[config.mk]
export PLATFORM = sky130hd
export DESIGN_NAME = vga_timing_gen
export DESIGN_NICKNAME = d
export VERILOG_FILES = /design/src/rtl/vga_timing_params.sv /design/src/rtl/delay_line.sv /design/src/rtl/vga_timing_gen.sv
export SDC_FILE = /design/constraint.sdc
export NUM_CORES = 1
export LEC_CHECK = 0
export ABC_AREA = 1
export CORE_UTILIZATION = 46
export CTS_BUF_LIST = sky130_fd_sc_hd__clkbuf_16
export CTS_CLUSTER_SIZE = 14
export DETAILED_ROUTE_END_ITERATION = 16
export MAX_ROUTING_LAYER = met4
export PLACE_DENSITY_LB_ADDON = 0.2
export RECOVER_POWER = 25
export SLEW_MARGIN = 40
export SYNTH_ARGS = -nofsm -noshare
export SYNTH_HDL_FRONTEND = slang
export SYNTH_SLANG_ARGS = --single-unit
[constraint.sdc]
create_clock -name clk -period 1.5 [get_ports clk]
set_input_delay 0.375 -clock clk [delete_from_list [all_inputs] [get_ports clk]]
set_output_delay 0.375 -clock clk [all_outputs]
set_load 0.005 [all_outputs]
[src/rtl/vga_timing_params.sv]
// Shared timing constants for the 1280x1024@60 VGA timing generator and
// the small helpers used to derive line/frame totals and sync windows.
package vga_timing_params;

    localparam int CNT_W = 11;

    localparam int H_ACTIVE_DEF = 1280;
    localparam int H_FP_DEF     = 48;
    localparam int H_SYNC_DEF   = 112;
    localparam int H_BP_DEF     = 248;

    localparam int V_ACTIVE_DEF = 1024;
    localparam int V_FP_DEF     = 1;
    localparam int V_SYNC_DEF   = 3;
    localparam int V_BP_DEF     = 38;

    localparam int RGB_LATENCY_DEF = 2;

    // Bit order matters: this bundle travels through delay_line as a 3-bit word.
    typedef struct packed {
        logic hsync;
        logic vsync;
        logic valid;
    } sync_t;

    function automatic int line_total(input int active, input int fp, input int sync, input int bp);
        return active + fp + sync + bp;
    endfunction

    localparam int H_TOTAL = line_total(H_ACTIVE_DEF, H_FP_DEF, H_SYNC_DEF, H_BP_DEF);
    localparam int V_TOTAL = line_total(V_ACTIVE_DEF, V_FP_DEF, V_SYNC_DEF, V_BP_DEF);

    function automatic logic in_window(input logic [CNT_W-1:0] cnt, input int lo, input int hi);
        return (int'(cnt) >= lo) && (int'(cnt) < hi);
    endfunction

endpackage

[src/rtl/delay_line.sv]
// WIDTH x DEPTH shift register with synchronous active-low clear; also exposes
// the word about to enter the last stage so callers can pre-register against it.
module delay_line #(
    parameter int WIDTH = 3,
    parameter int DEPTH = 2
) (
    input  logic             clk,
    input  logic             reset,
    input  logic [WIDTH-1:0] din,
    output logic [WIDTH-1:0] dout,
    output logic [WIDTH-1:0] dout_next
);

    logic [WIDTH-1:0] stage [DEPTH];

    always_ff @(posedge clk) begin
        if (!reset) begin
            for (int i = 0; i < DEPTH; i++) begin
                stage[i] <= '0;
            end
        end else begin
            stage[0] <= din;
            for (int i = 1; i < DEPTH; i++) begin
                stage[i] <= stage[i-1];
            end
        end
    end

    assign dout = stage[DEPTH-1];

    generate
        if (DEPTH == 1) begin : g_single
            assign dout_next = din;
        end else begin : g_multi
            assign dout_next = stage[DEPTH-2];
        end
    endgenerate

endmodule

[src/rtl/vga_timing_gen.sv]
// Free-running VGA raster counter with zero-latency coordinates for the pixel
// source and RGB_LATENCY-delayed syncs/blank/colour for the output pins.
module vga_timing_gen
    import vga_timing_params::*;
#(
    parameter int H_ACTIVE    = H_ACTIVE_DEF,
    parameter int H_FP        = H_FP_DEF,
    parameter int H_SYNC      = H_SYNC_DEF,
    parameter int H_BP        = H_BP_DEF,
    parameter int V_ACTIVE    = V_ACTIVE_DEF,
    parameter int V_FP        = V_FP_DEF,
    parameter int V_SYNC      = V_SYNC_DEF,
    parameter int V_BP        = V_BP_DEF,
    parameter int RGB_LATENCY = RGB_LATENCY_DEF
) (
    input  logic        clk,
    input  logic        reset,
    output logic [10:0] x,
    output logic [9:0]  y,
    output logic        valid,
    output logic        vsync,
    output logic        frame_start,
    input  logic [7:0]  r,
    input  logic [7:0]  g,
    input  logic [7:0]  b,
    output logic        vga_hsync,
    output logic        vga_vsync,
    output logic        vga_blank_n,
    output logic [7:0]  vga_r,
    output logic [7:0]  vga_g,
    output logic [7:0]  vga_b
);

    localparam int H_LINE  = line_total(H_ACTIVE, H_FP, H_SYNC, H_BP);
    localparam int V_FRAME = line_total(V_ACTIVE, V_FP, V_SYNC, V_BP);

    localparam logic [CNT_W-1:0] H_LAST = CNT_W'(H_LINE - 1);
    localparam logic [CNT_W-1:0] V_LAST = CNT_W'(V_FRAME - 1);

    logic [CNT_W-1:0] h;
    logic [CNT_W-1:0] v;

    sync_t cur_sync;
    sync_t dly_sync;
    sync_t dly_next;

    // Reset parks the counters on the last pixel so the first released edge lands on (0,0).
    always_ff @(posedge clk) begin
        if (!reset) begin
            h <= H_LAST;
            v <= V_LAST;
        end else if (h == H_LAST) begin
            h <= '0;
            v <= (v == V_LAST) ? '0 : v + 11'd1;
        end else begin
            h <= h + 11'd1;
        end
    end

    always_comb begin
        cur_sync.valid = (int'(h) < H_ACTIVE) && (int'(v) < V_ACTIVE);
        cur_sync.hsync = in_window(h, H_ACTIVE + H_FP, H_ACTIVE + H_FP + H_SYNC);
        cur_sync.vsync = in_window(v, V_ACTIVE + V_FP, V_ACTIVE + V_FP + V_SYNC);
    end

    assign x           = h;
    assign y           = v[9:0];
    assign valid       = cur_sync.valid;
    assign vsync       = cur_sync.vsync;
    assign frame_start = (h == '0) && (v == '0);

    delay_line #(
        .WIDTH (3),
        .DEPTH (RGB_LATENCY)
    ) u_sync_delay (
        .clk       (clk),
        .reset     (reset),
        .din       (cur_sync),
        .dout      (dly_sync),
        .dout_next (dly_next)
    );

    assign vga_hsync   = dly_sync.hsync;
    assign vga_vsync   = dly_sync.vsync;
    assign vga_blank_n = dly_sync.valid;

    // Gating on the valid entering the last stage keeps colour and blank_n in the same cycle.
    always_ff @(posedge clk) begin
        if (!reset) begin
            vga_r <= '0;
            vga_g <= '0;
            vga_b <= '0;
        end else if (dly_next.valid) begin
            vga_r <= r;
            vga_g <= g;
            vga_b <= b;
        end else begin
            vga_r <= '0;
            vga_g <= '0;
            vga_b <= '0;
        end
    end

endmodule

==> results of run 1 <==
==> cells by family after synthesis <==
group	synth area share
AND/OR/NAND/NOR	0.322
buffers and inverters	0.154
flip-flops	0.442
AO/OA/AOI/OAI	0.0478
adder cells (fa/ha/maj)	0.0266
XOR/XNOR	0.00744
==> repair_timing <==
item	in CTS	in global routing
buffers inserted	5	9
gates cloned	0	1
gates resized for setup	73	37
setup endpoints to repair	30	37
hold endpoints to repair	0	0
pin swaps	7	16
==> metal layers <==
metal | track usage | vias to the layer above | wire, um
met1 | 0.296 | 1209 | 2900
met2 | 0.463 | 112 | 3930
li1 | - | 1242 | -
met3 | 0.0535 | 29 | 412
met4 | 0.0812 | 0 | 293
met5 | - | - | 0
==> worst max-delay path, cell delays in order, from the launching register on <==
cell and delay, ns:
dfxtp_4 0.37, buf_12 0.13, ha_4 0.16, o31ai_4 0.18
nor2_1 0.06, buf_2 0.13
==> registers in the layout, summed over array words and instances, names as in the netlist <==
name                cells
u_sync_delay.stage      6
vga_b                   8
vga_g                   8
x                      11
vga_r                   8
v                      11
==> report_power, final <==
group,total [W],internal (W),leakage [nW],switching (W)
clock network,0.00115,0.000625,0.0742,0.000524
registers,0.00172,0.00158,0.423,0.000138
logic,0.00311,0.00144,1.63,0.00166
==> synth_stat cells, types with 2 or more instances <==
cell,number
nor3_1,6
a21oi_1,9
dfxtp_1,52
clkbuf_1,3
o21ai_0,8
buf_2,2
xor2_1,2
o211ai_1,2
nand2_1,60
nand3_1,25
inv_1,57
inv_2,4
buf_4,13
nor2_1,38
nor4_1,4
nand3b_1,3
nor2_2,7
ha_1,5
nand4_1,12
==> through the flow <==
| step | setup WS [ns] | cell area, um^2 | utilization | setup TNS [ns] |
|---|---|---|---|---|
| after floorplan | 0.162 | 2360 | - | 0 |
| after CTS | -0.305 | 3690 | 0.765 | -0.558 |
| final | -0.196 | 3860 | 0.802 | -0.381 |
| after global routing | -0.227 | 3860 | 0.802 | -0.985 |
| after detailed placement | -0.336 | 3440 | 0.713 | -0.744 |
| after global placement | -0.282 | 3440 | 0.713 | -0.653 |
==> path summary, 6_finish.rpt <==
check,startpoint,end,slack (ns),depth (start not counted)
min reg2reg,u_sync_delay.stage[0][1],u_sync_delay.stage[0][4],0.44,2
max,v[0],vsync,-0.20,5
max reg2reg,v[0],v[3],-0.02,7
min,u_sync_delay.stage[0][1],u_sync_delay.stage[0][4],0.44,2
==> area by class of cell <==
type | count | area (um^2)
fill | 325 | 953
tap | 67 | 83.8
sequential | 52 | 1060
multi-input combinational | 189 | 1070
clock buffer | 5 | 125
timing repair buffer | 137 | 1260
inverter | 62 | 233
clock inverter | 3 | 22.5
==> results.yml, run 1 <==
global_routing:
  track_usage: 0.262
  antenna_found_initial: 0
  grt_pass1_vias: 2293
  grt_pass1_wl_um: 10500
  grt.overflow.total: 0
  grt_max_degree: 26
timing:
  finClkSkew_ns: 0.00290
  fin_crit_sh: 1.13
  setup_viol: 4
  tightestPinTransition_ns: 0.496
  fin_hold_ws_ns: 0.440
  hold_violations: 0
  min_period_ns: 1.70
  relSlewSlack: 0.670
  drv_slew: 0
  setup_ws_ns: -0.196
  rsz0062_at_grt: "true"
  max_freq_ghz: 0.589
cells_and_area:
  drive_gt1_frac: 0.270
  final_cell_count_no_fill: 515
  layout_commonest_cell: "nand2_1"
  fin_nets: 478
  antennaDiodeCount: 0
  final_cell_mix: "nand2_1 (57), inv_1 (51), buf_4 (46), dfxtp_1 (37)"
  area_growth_pct: 64.0
floorplan:
  dieHeight_um: 73.6
  start_util: 0.489
  io_pins: 77
  coreArea_mm2: 0.00482
  dieArea_mm2: 0.00541
  row_count: 25
  fp.dieW_um: 73.6
power_and_ir_drop:
  finalPower_w: 0.00598
  powerDensity_mw_per_mm2: 1550
  p_leak_nw: 2.13
  irDropWorstVdd_v: 0.00111
clocking:
  insertion_delay_ns: 0.29
  cts_root_buffer: "clkbuf_16"
  cts.path.max_buffers: 2
  numCtsBuffers: 5
  postCtsHoldBufs: 0
  numClockSinks: 52
  clk_pin_slew_ns: 0.07
  tritoncts: "done"
  cts-htree-levels: 2
place:
  port_buffers: 76
  place_inst: 492
  place_hpwl_um: 4730
  routabilityCongestion: 0.871
yosys:
  synth_fp_nets: 352
  ys.flop_type: "dfxtp_1"
  netlist.area_leader.share: 0.442
  ys.warnings.count: 0
  post-synth-top-area-cell: "dfxtp_1"
  synthCells: 321
  async_flop_share: 0
  syn_area_mm2: 0.00236
  synth_seq_cells: 52
  synth_edf_count: 0
  avgSynthCellArea_um2: 7.34
  synth_cell_types: 28
  yosysSeqAreaShare: 0.442
  yosys-top-cells-area: "dfxtp_1 (44%), nand2_1 (9.6%), inv_1 (9.1%), nor2_1 (6.1%), nand3_1 (5.3%)"
worst_setup_path:
  critical_path_class: "reg -> out"
  required_ns: 1.12
  setup.worst_path.end_class: "primary output"
  cp.arrival_ns: 1.32
  startpoint_type: "register"
  cp_max_fo: 3
detailed_routing:
  route.detailed.drc: 0
  viasPerCell: 5.03
  drt_first_pass_iters: 4
  ant_nets: 0
  drt-initial-drc-count: 228
  wl_per_cell_um: 14.6
  vias: 2592
  drt-total-wl_um: 7530
job:
  maxCapViolCount: 0
outcome:
  violations: "negative setup slack"
  outcome: "finished with violations"
min_path:
  holdCritPathClass: "reg -> reg"
(Power assumes the default switching activity.)
==> run 2, diff against run 1 <==
CORE_UTILIZATION = 41   (was 46)
clock period = 1.55 ns   (was 1.5 ns; I/O delays follow)
==> results.yml, run 2 (same netlist as run 1, synthesis figures left out) <==
timing:
  setup_ws_ns: -0.119
  fin_crit_sh: 1.08
  min_period_ns: 1.67
  fin_hold_ws_ns: 0.415
  rsz0062_at_grt: "true"
  drv_slew: 0
  relSlewSlack: 0.682
  tightestPinTransition_ns: 0.477
  finClkSkew_ns: 0.00370
  setup_viol: 4
  hold_violations: 0
  max_freq_ghz: 0.599
worst_setup_path:
  setup.worst_path.end_class: "primary output"
  path_delay_family: "simple AND/OR/NAND/NOR gates"
  required_ns: 1.16
  worst_r2r_path_depth: 8
  slowest_delay_ns: 0.33
  path_cells: "inv_2, nand4_1, nor4_2, buf_2"
  critical_path_class: "reg -> out"
  regToRegStartpoint: "x[0]"
  startpoint_type: "register"
  crit_buf_inv: 2
  cp.arrival_ns: 1.28
  cp-startpoint: "x[3]"
  r2r_slack_ns: 0.10
  critPathSlowestCell: "dfxtp_2"
  r2r-end: "v[9]"
  cp_max_fo: 2
power_and_ir_drop:
  p_leak_nw: 1.83
  finalPower_w: 0.00560
  p_sw_w: 0.00214
  powerDensity_mw_per_mm2: 1470
  switching_share: 0.382
  power_frac_comb: 0.497
  clkPwrFrac: 0.205
  seq_power_share: 0.298
  internal_power_w: 0.00346
  irDropWorstVdd_v: 0.00104
place:
  routabilityCongestion: 0.845
  place_hpwl_um: 4550
  port_buffers: 76
min_path:
  hold_end: "u_sync_delay.stage[0][4]"
  hold_start: "u_sync_delay.stage[0][1]"
  hold_depth: 2
  holdCritPathClass: "reg -> reg"
cells_and_area:
  antennaDiodeCount: 0
  layout_commonest_cell: "nand2_1"
  final_core_util: 0.691
  fin_nets: 472
  n_fill_cell: 463
  drive_gt1_frac: 0.276
  final_cell_mix: "nand2_1 (57), clkdlybuf4s50_1 (50), inv_1 (49), buf_4 (40), nor2_1 (35)"
  area_growth_pct: 61.4
clocking:
  clk_pin_slew_ns: 0.07
  cts.path.max_buffers: 2
  cts_root_buffer: "clkbuf_16"
  numClockSinks: 52
  postCtsHoldBufs: 0
  tritoncts: "done"
  numCtsBuffers: 5
  insertion_delay_ns: 0.29
  cts-htree-levels: 2
floorplan:
  fp.dieW_um: 77.8
  start_util: 0.428
  dieHeight_um: 77.8
  dieArea_mm2: 0.00605
  io_pins: 77
  coreArea_mm2: 0.00551
  row_count: 27
detailed_routing:
  wl_per_cell_um: 13.0
  drt-total-wl_um: 6690
  ant_nets: 0
  viasPerCell: 4.70
  drt_first_pass_iters: 4
  vias: 2417
  route.detailed.drc: 0
  drt-initial-drc-count: 132
global_routing:
  antenna_found_initial: 0
  grt_pass1_vias: 2213
  grt.overflow.total: 0
  grt_pass1_wl_um: 9900
  grt_max_degree: 26
  track_usage: 0.215
outcome:
  outcome: "finished with violations"
  violations: "negative setup slack"
job:
  maxCapViolCount: 0
-- run 2: area by class of cell --
type                            instances  area (um^2)  area share
Clock inverter                          3         25.0     0.00658
Multi-Input combinational cell        189         1080       0.285
Tap cell                               72         90.1      0.0237
Inverter                               62          235      0.0618
Sequential cell                        52         1070       0.280
Clock buffer                            5          125      0.0329
Timing Repair Buffer                  131         1180       0.310
-- run 2: how the worst max path moves through the flow --
| stage | slack (ns) | end | depth (start not counted) |
|---|---|---|---|
| 2_1_floorplan | 0.20 | vsync | 4 |
| 3_3_place_gp | -0.30 | vsync | 5 |
| 3_5_place_dp | -0.36 | frame_start | 6 |
| 4_1_cts | -0.26 | frame_start | 6 |
| 5_1_grt | -0.18 | frame_start | 6 |
| 6_report | -0.12 | frame_start | 4 |
-- run 2: metrics by stage --
stage               setup WS, ns  instances  setup TNS [ns]  area (um^2)
floorplan                  0.200        321               0         2360
global placement          -0.303        495          -0.674         3430
detailed placement        -0.356        495          -0.774         3430
CTS                       -0.257        509          -0.512         3710
global route              -0.181        514          -0.643         3800
finish                    -0.119        514          -0.307         3800
-- run 2: worst reg2reg max path: cells and delay by family (launching register included) --
kind | cells | cell delay, ns
flip-flops | 1 | 0.31
AO/OA/AOI/OAI | 1 | 0.20
adder cells (fa/ha/maj) | 1 | 0.16
buffers and inverters | 3 | 0.40
AND/OR/NAND/NOR | 3 | 0.29
-- run 2: power by group through the flow --
stage	clock [W]	sequential, W	combinational [W]
after floorplan	0	0.00171	0.00122
after global placement	0	0.00161	0.00230
after detailed placement	0	0.00161	0.00232
after CTS	0.00116	0.00166	0.00247
after global routing	0.00122	0.00169	0.00301
final	0.00115	0.00167	0.00278
-- run 2: repair_timing --
item                                    4_1_cts  5_1_grt
buffers inserted                              6        4
gates cloned                                  0        1
pin swaps                                     5       11
resized for setup                            74       27
endpoints found under the setup margin       24       17
-- run 2: metal layers --
layer,GRT usage,up-vias,share of wire
li1,-,1232,-
met1,0.227,1097,0.42
met2,0.391,73,0.52
met3,0.0435,15,0.044
met4,0.0830,0,0.023
met5,-,-,0
